==> src/rtl/swap_ctrl.sv <==
// Swap sequencer in front of a 1W/1R async-read register file: passes host
// traffic through when idle, otherwise runs read A / write A<=B / write B<=A.
module swap_ctrl #(
    parameter int unsigned ADDR_W = 7,
    parameter int unsigned DATA_W = 8,
    parameter int unsigned CNT_W  = 16
) (
    input  logic              clk,
    input  logic              rst_n,
    input  logic              swap_start,
    input  logic [ADDR_W-1:0] swap_addr_a,
    input  logic [ADDR_W-1:0] swap_addr_b,
    output logic              swap_busy,
    output logic              swap_done,
    output logic [CNT_W-1:0]  swap_count,
    input  logic              host_we,
    input  logic [ADDR_W-1:0] host_waddr,
    input  logic [DATA_W-1:0] host_wdata,
    input  logic [ADDR_W-1:0] host_raddr,
    output logic [DATA_W-1:0] host_rdata,
    output logic              host_ready,
    output logic              rf_we,
    output logic [ADDR_W-1:0] rf_address_w,
    output logic [DATA_W-1:0] rf_data_w,
    output logic [ADDR_W-1:0] rf_address_r,
    input  logic [DATA_W-1:0] rf_data_r
);

    typedef enum logic [2:0] {
        IDLE = 3'd0,
        RD_A = 3'd1,
        WR_A = 3'd2,
        WR_B = 3'd3,
        DONE = 3'd4
    } state_t;

    state_t            state_q;
    state_t            state_d;
    logic [ADDR_W-1:0] addr_a_q;
    logic [ADDR_W-1:0] addr_b_q;
    logic [DATA_W-1:0] tmp_q;
    logic [CNT_W-1:0]  count_q;
    logic              busy_q;
    logic              done_q;
    logic              ready_q;

    // State register plus status flags registered from the next state
    always_ff @(posedge clk or negedge rst_n) begin
        if (!rst_n) begin
            state_q <= IDLE;
            busy_q  <= 1'b0;
            done_q  <= 1'b0;
            ready_q <= 1'b1;
        end else begin
            state_q <= state_d;
            busy_q  <= (state_d != IDLE);
            done_q  <= (state_d == DONE);
            ready_q <= (state_d == IDLE);
        end
    end

    // Capture swap addresses on acceptance and old A during the read phase
    always_ff @(posedge clk or negedge rst_n) begin
        if (!rst_n) begin
            addr_a_q <= '0;
            addr_b_q <= '0;
            tmp_q    <= '0;
        end else begin
            if ((state_q == IDLE) && swap_start && (swap_addr_a != swap_addr_b)) begin
                addr_a_q <= swap_addr_a;
                addr_b_q <= swap_addr_b;
            end
            if (state_q == RD_A) begin
                tmp_q <= rf_data_r;
            end
        end
    end

    // Saturating count of completed swaps, including a==b no-ops
    always_ff @(posedge clk or negedge rst_n) begin
        if (!rst_n) begin
            count_q <= '0;
        end else if ((state_q == DONE) && (count_q != {CNT_W{1'b1}})) begin
            count_q <= count_q + CNT_W'(1);
        end
    end

    // Next-state and register-file port steering
    always_comb begin
        state_d      = state_q;
        rf_we        = 1'b0;
        rf_address_w = addr_a_q;
        rf_data_w    = tmp_q;
        rf_address_r = addr_a_q;
        case (state_q)
            IDLE: begin
                rf_we        = host_we;
                rf_address_w = host_waddr;
                rf_data_w    = host_wdata;
                rf_address_r = host_raddr;
                if (swap_start) begin
                    state_d = (swap_addr_a == swap_addr_b) ? DONE : RD_A;
                end
            end
            RD_A: begin
                rf_address_r = addr_a_q;
                state_d      = WR_A;
            end
            WR_A: begin
                // Old B flows straight from the async read port into A
                rf_address_r = addr_b_q;
                rf_we        = 1'b1;
                rf_address_w = addr_a_q;
                rf_data_w    = rf_data_r;
                state_d      = WR_B;
            end
            WR_B: begin
                rf_address_r = addr_b_q;
                rf_we        = 1'b1;
                rf_address_w = addr_b_q;
                rf_data_w    = tmp_q;
                state_d      = DONE;
            end
            DONE: begin
                state_d = IDLE;
            end
            default: begin
                state_d = IDLE;
            end
        endcase
    end

    assign swap_busy  = busy_q;
    assign swap_done  = done_q;
    assign host_ready = ready_q;
    assign swap_count = count_q;
    assign host_rdata = rf_data_r;

endmodule
==> config.mk <==
export PLATFORM = sky130hd
export DESIGN_NAME = swap_ctrl
export DESIGN_NICKNAME = d
export VERILOG_FILES = /design/src/rtl/swap_ctrl.sv
export SDC_FILE = /design/constraint.sdc
export NUM_CORES = 1
export LEC_CHECK = 0
export CAP_MARGIN = 10
export CORE_MARGIN = 10
export CORE_UTILIZATION = 38
export CTS_CLUSTER_SIZE = 25
export DETAILED_ROUTE_END_ITERATION = 10
export PLACE_DENSITY = 0.81
export RECOVER_POWER = 100
export REMOVE_ABC_BUFFERS = 1
export SYNTH_ARGS = -nofsm -noshare
export SYNTH_HDL_FRONTEND = slang
export SYNTH_SLANG_ARGS = --single-unit
==> constraint.sdc <==
create_clock -name clk -period 2.7 [get_ports clk]
set_input_delay 0.405 -clock clk [delete_from_list [all_inputs] [get_ports clk]]
set_output_delay 0.405 -clock clk [all_outputs]
set_load 0.02 [all_outputs]
# ---- After elaboration in Yosys (flattened, before gate mapping)
# Index checks and enable logic that the tools add are counted.
dict set report totals {
  mem_bits_rw 0
  latch_bits 0
  wordCells 31
  output_inout_bits 50
  register_bits 44
  n_memories 0
  romBits 0
}
dict set report classes {
  shifts 0
  magnitude_cmp 0
  muxes 7
  n_addsub 1
  bitwise_logic 0
  eq_ne 8
  mul 0
  reduce_logical 7
  n_div 0
}
# operator n
set op_table {}
lappend op_table {{7-bit case mux with 2 select lines} 2}
lappend op_table {{16-bit by 1-bit adder with 16-bit output, second input constant} 1}
lappend op_table {{16-bit inequality test, second input constant} 1}
lappend op_table {{8-bit case mux with 2 select lines} 1}
lappend op_table {{3-bit case mux with 4 select lines} 1}
lappend op_table {{7-bit == test} 1}
lappend op_table {{7-bit inequality test} 1}
lappend op_table {{3-bit by 2-bit == test with 1-bit output, second input constant} 2}
lappend op_table {{3-bit == test, second input constant} 2}
lappend op_table {{3-bit zero test} 2}
lappend op_table {{3-bit 2-to-1 mux} 2}
lappend op_table {{3-bit by 1-bit == test with 1-bit output, second input constant} 1}
lappend op_table {{1-bit logical AND} 3}
lappend op_table {{3-bit nonzero test} 1}
lappend op_table {{1-bit case mux with 2 select lines} 1}
lappend op_table {{2-bit OR reduction} 1}

# ---- Logic depth before layout (Yosys ltp)
dict set report depth {
  depth_word 5
  mapped_depth 6
  ltp_nobuf 5
}

# ---- Worst setup path before layout
# Ideal clock, no wire load.
dict set report synth_timing {
  path_kind {reg2out}
  from {register state_q[0]}
  to {output rf_data_w[3]}
  path_buffers 3
  t_required_ns 2.295
  stages_incl_launch_ff 7
  setup_slack_ns 0.590
  t_arrival_ns 1.705
  cell_sequence {dfrtp_1 buf_2 nor2_1 clkbuf_1 clkbuf_1 nor2_1 a21oi_1}
}
dict set report synth_between {
  elab_chain_len 2
}
# item line
set synth_rtl {}
lappend synth_rtl {{start: declaration} 37} ;# state_t state_q;
lappend synth_rtl {{start signal: assignment} 55} ;# state_q <= state_d;
lappend synth_rtl {{3-bit by 2-bit == test with 1-bit output or 3-bit zero test (tied branches)} 95} ;# case (state_q)
lappend synth_rtl {{8-bit case mux with 2 select lines *} 95}
lappend synth_rtl {{end: declaration} 24} ;# output logic [DATA_W-1:0] rf_data_w,
# Mark *: on every way between the ends. The rest lies on a longest branch, timed or not.

# ---- Worst setup path in the final report
dict set report layout_timing {
  from {register state_q[0]}
  to {output rf_address_w[4]}
}
dict set report layout_between {
  elab_chain_len 2
}
# item line
set layout_rtl {}
lappend layout_rtl {{3-bit by 2-bit == test with 1-bit output or 3-bit zero test (tied branches)} 95}
lappend layout_rtl {{7-bit case mux with 2 select lines *} 95}
lappend layout_rtl {{end: declaration} 23} ;# output logic [ADDR_W-1:0] rf_address_w,
# Marks and branches as above.

==> flow_metrics.py <==
metrics = {
    "sta": {
        "finalCritPeriodShare_pct": 95.6,
        "tns_ps": 0,
        "tightest_slew_ps": 2320,
        "max_slew_margin_pct": -54.5,
        "drv_slew": 45,
        "fin_crit_ps": 2580,
        "fin_skew_ps": 4.14,
        "rsz0062_at_grt": "no",
        "finalHoldViolCount": 0,
        "setup_viol": 0,
        "fmax_mhz": 388,
        "timing.final.ws_setup_ps": 120,
    },
    "synth": {
        "yosys_warnings": 0,
        "ys.flop_type": "dfrtp_1",
        "synth_cell_types": 37,
        "synth_compound_gate_area_share_pct": 16.1,
        "synth_edf_count": 0,
        "ys_async_sr_fraction_pct": 100,
        "synth_fa_ha_area_share_pct": 0.486,
        "synthXorXnorAreaFrac_pct": 7.82,
        "syn_area_mm2": 0.00257,
        "yosysSeqAreaShare_pct": 42.8,
        "syn_inst": 253,
        "synth_top_family_by_area": "compound AO/OA/AOI/OAI gates",
        "yosys.area_share.simple_pct": 14.7,
        "yosys-mux-area-fraction_pct": 13.2,
        "ys_seq_elements": 44,
        "syn_avg_cell_area_um2": 10.2,
    },
    "power_and_ir_drop": {
        "max-vdd-ir-drop_mv": 0.702,
        "swShare_pct": 41.7,
        "net-switching-power_mw": 1.76,
        "power_frac_seq_pct": 26.8,
        "p_int_mw": 2.47,
        "clkPwrFrac_pct": 11.5,
        "leakage_nw": 1.64,
        "pwr_density_cell_mw_per_mm2": 1140,
        "p_comb_share_pct": 61.7,
    },
    "global_route": {
        "grt_pass1_wl_um": 11900,
        "grt_usage_pct": 14.3,
        "grt_pass1_vias": 2361,
        "grt_max_degree": 45,
        "grt_overflow": 0,
        "antenna_found_initial": 0,
    },
    "worst_hold_path": {
        "min_to": "swap_count[14]",
        "min_path_cells": 1,
        "hp-class": "flip-flop to flip-flop",
        "worstHoldStart": "swap_count[14]",
    },
    "clocking": {
        "clk_path_buf_depth": 2,
        "h-tree-depth": 2,
        "clkTransAtPathRegs_ps": 80,
        "root_buffer": "clkbuf_8",
        "cts_buffers": 5,
        "cts_tree": "yes",
        "clock_latency_ps": 290,
        "cts.sinks": 44,
    },
    "critical_path": {
        "critPathMaxFanout": 8,
        "rrSetupSlack_ps": 360,
        "cp.arrival_ps": 2180,
        "worstPathRequired_ps": 2300,
        "rr_endpoint": "swap_count[15]",
        "cp-start-kind": "flip-flop",
        "r2r_start": "swap_count[0]",
        "criticalPathCategory": "flip-flop to primary output",
        "cp-end-kind": "primary output",
        "rr_worst_depth": 6,
    },
    "drt": {
        "viasPerCell": 5.43,
        "ant_nets": 0,
        "drt_first_pass_iters": 4,
        "wl_per_cell_um": 17.6,
        "first_iter_violations": 99,
        "drc": 0,
        "vias": 2302,
        "totalWireLength_um": 7450,
    },
    "floorplan": {
        "core_mm2": 0.00646,
        "fp.dieW_um": 102,
        "io_pins": 98,
        "rows": 29,
        "die_h_um": 102,
        "start_util_pct": 39.9,
        "dieArea_mm2": 0.0105,
    },
    "placed_design": {
        "place_area_mm2": 0.00361,
        "gp_congestion": 0.844,
        "io_buffers": 97,
        "place_ws_ps": 189,
        "dp_hpwl_um": 5710,
        "placed_cells": 416,
    },
    "cells_and_area": {
        "diodes": 0,
        "area_growth_pct": 43.6,
        "layout-drive-gt1-share_pct": 13.8,
        "nNetsFinal": 395,
        "final_core_util_pct": 57.2,
        "fin_cells": 424,
        "stdcell_area_mm2": 0.00370,
    },
    "run_status": {
        "violations": "max-capacitance violations, max-slew violations",
        "status": "finished, violations left",
    },
    "flow_run": {
        "max_cap_viol_count": 1,
    },
}
state kept, by name, summed over array words and instances (netlist names):
signal / cells
tmp_q: 8
swap_busy: 1
state_q: 3
host_ready: 1
swap_count: 16
addr_a_q: 7
swap_done: 1
addr_b_q: 7
cell usage in the layout, fill, tap and decap left out, types with 2 or more instances in the layout:
cell	Yosys	routed
a21boi_0	7	7
a21o_1	7	7
a21oi_1	11	11
a22o_1	7	7
a22oi_1	14	14
buf_4	9	7
clkbuf_1	8	4
clkbuf_8	0	5
clkdlybuf4s50_1	0	67
dfrtp_1	43	43
dlygate4sd3_1	0	29
inv_1	2	2
mux2_2	23	23
mux2i_1	8	8
nand2_1	18	18
nand3_1	6	6
nand4_1	4	4
nor2_1	15	13
nor3_1	7	8
nor3_2	4	3
nor4_1	4	5
o21ai_0	14	14
or2_2	2	2
xnor2_1	2	2
xor2_1	21	21
Yosys cell counts, types with 7 or more instances:
| cell type | n | area, µm² |
|---|---|---|
| mux2_2 | 23 | 259 |
| a21boi_0 | 7 | 52.6 |
| a22oi_1 | 14 | 105 |
| mux2i_1 | 8 | 80.1 |
| clkbuf_1 | 8 | 30.0 |
| a21oi_1 | 11 | 55.1 |
| o21ai_0 | 14 | 70.1 |
| xor2_1 | 21 | 184 |
| dfrtp_1 | 43 | 1080 |
| buf_4 | 9 | 67.6 |
| nor2_1 | 15 | 56.3 |
| a21o_1 | 7 | 52.6 |
| nor3_1 | 7 | 35.0 |
| nand2_1 | 18 | 67.6 |
| a22o_1 | 7 | 61.3 |
worst max path at each step:
stage                     from               to  slack [ps]  cells after the start
global placement    state_q[0]  rf_address_w[4]         290                      5
floorplan           state_q[0]  rf_address_r[1]          20                      3
finish              state_q[0]  rf_address_w[4]         120                      5
global route        state_q[0]  rf_address_w[4]           9                      5
detailed placement  state_q[0]  rf_address_w[4]         190                      5
CTS                 state_q[0]  rf_address_w[4]          40                      5
through the flow:
step | power (mW) | hold slack [ps]
after floorplan | 2.57 | 109
after global routing | 4.52 | 509
after detailed placement | 3.80 | 491
after CTS | 4.31 | 295
final | 4.23 | 491
after global placement | 3.74 | 482
final cells by class:
class	instances	area, µm²
multi-input combinational	185	1340
timing repair buffer	107	1040
sequential	44	1100
clock inverter	2	35.0
tap	77	96.3
fill	567	2760
inverter	3	11.3
clock buffer	6	72.6
timing repair:
action	in CTS	in global routing
endpoints found under the setup margin	7	7
hold buffers	0	0
buffers inserted	0	0
gates resized for setup	1	1
metal layers:
layer  track usage [%]  share of wire, %  vias to the layer above
li1                  -                 -                     1097
met2              25.0                51                       71
met4              4.34               1.5                        0
met1              16.0                40                     1126
met5                 0                 0                        -
met3              4.79               7.3                        8
kinds of logic (layout without fill, tap and decap cells):
kind of cell             count (synthesis)  count (layout)
AO/OA/AOI/OAI                           62              62
XOR/XNOR                                23              23
adder cells (fa/ha/maj)                  1               1
buffers and inverters                   24             118
flip-flops                              44              44
multiplexers                            31              31
AND/OR/NAND/NOR                         68              68
power by group through the flow:
stage | clock (mW) | sequential [mW] | combinational, mW
2_1_floorplan | 0 | 1.22 | 1.35
3_3_place_gp | 0 | 1.12 | 2.62
3_5_place_dp | 0 | 1.14 | 2.66
4_1_cts | 0.500 | 1.13 | 2.68
5_1_grt | 0.536 | 1.17 | 2.82
6_report | 0.486 | 1.13 | 2.61
critical path: stages (launching register included):
cell and delay, ps:
dfrtp_1 510, clkinv_1 190, nor2_4 270, a22o_1 180, a21o_1 120, clkdlybuf4s50_1 610
Power figures use the tool's default switching activity.
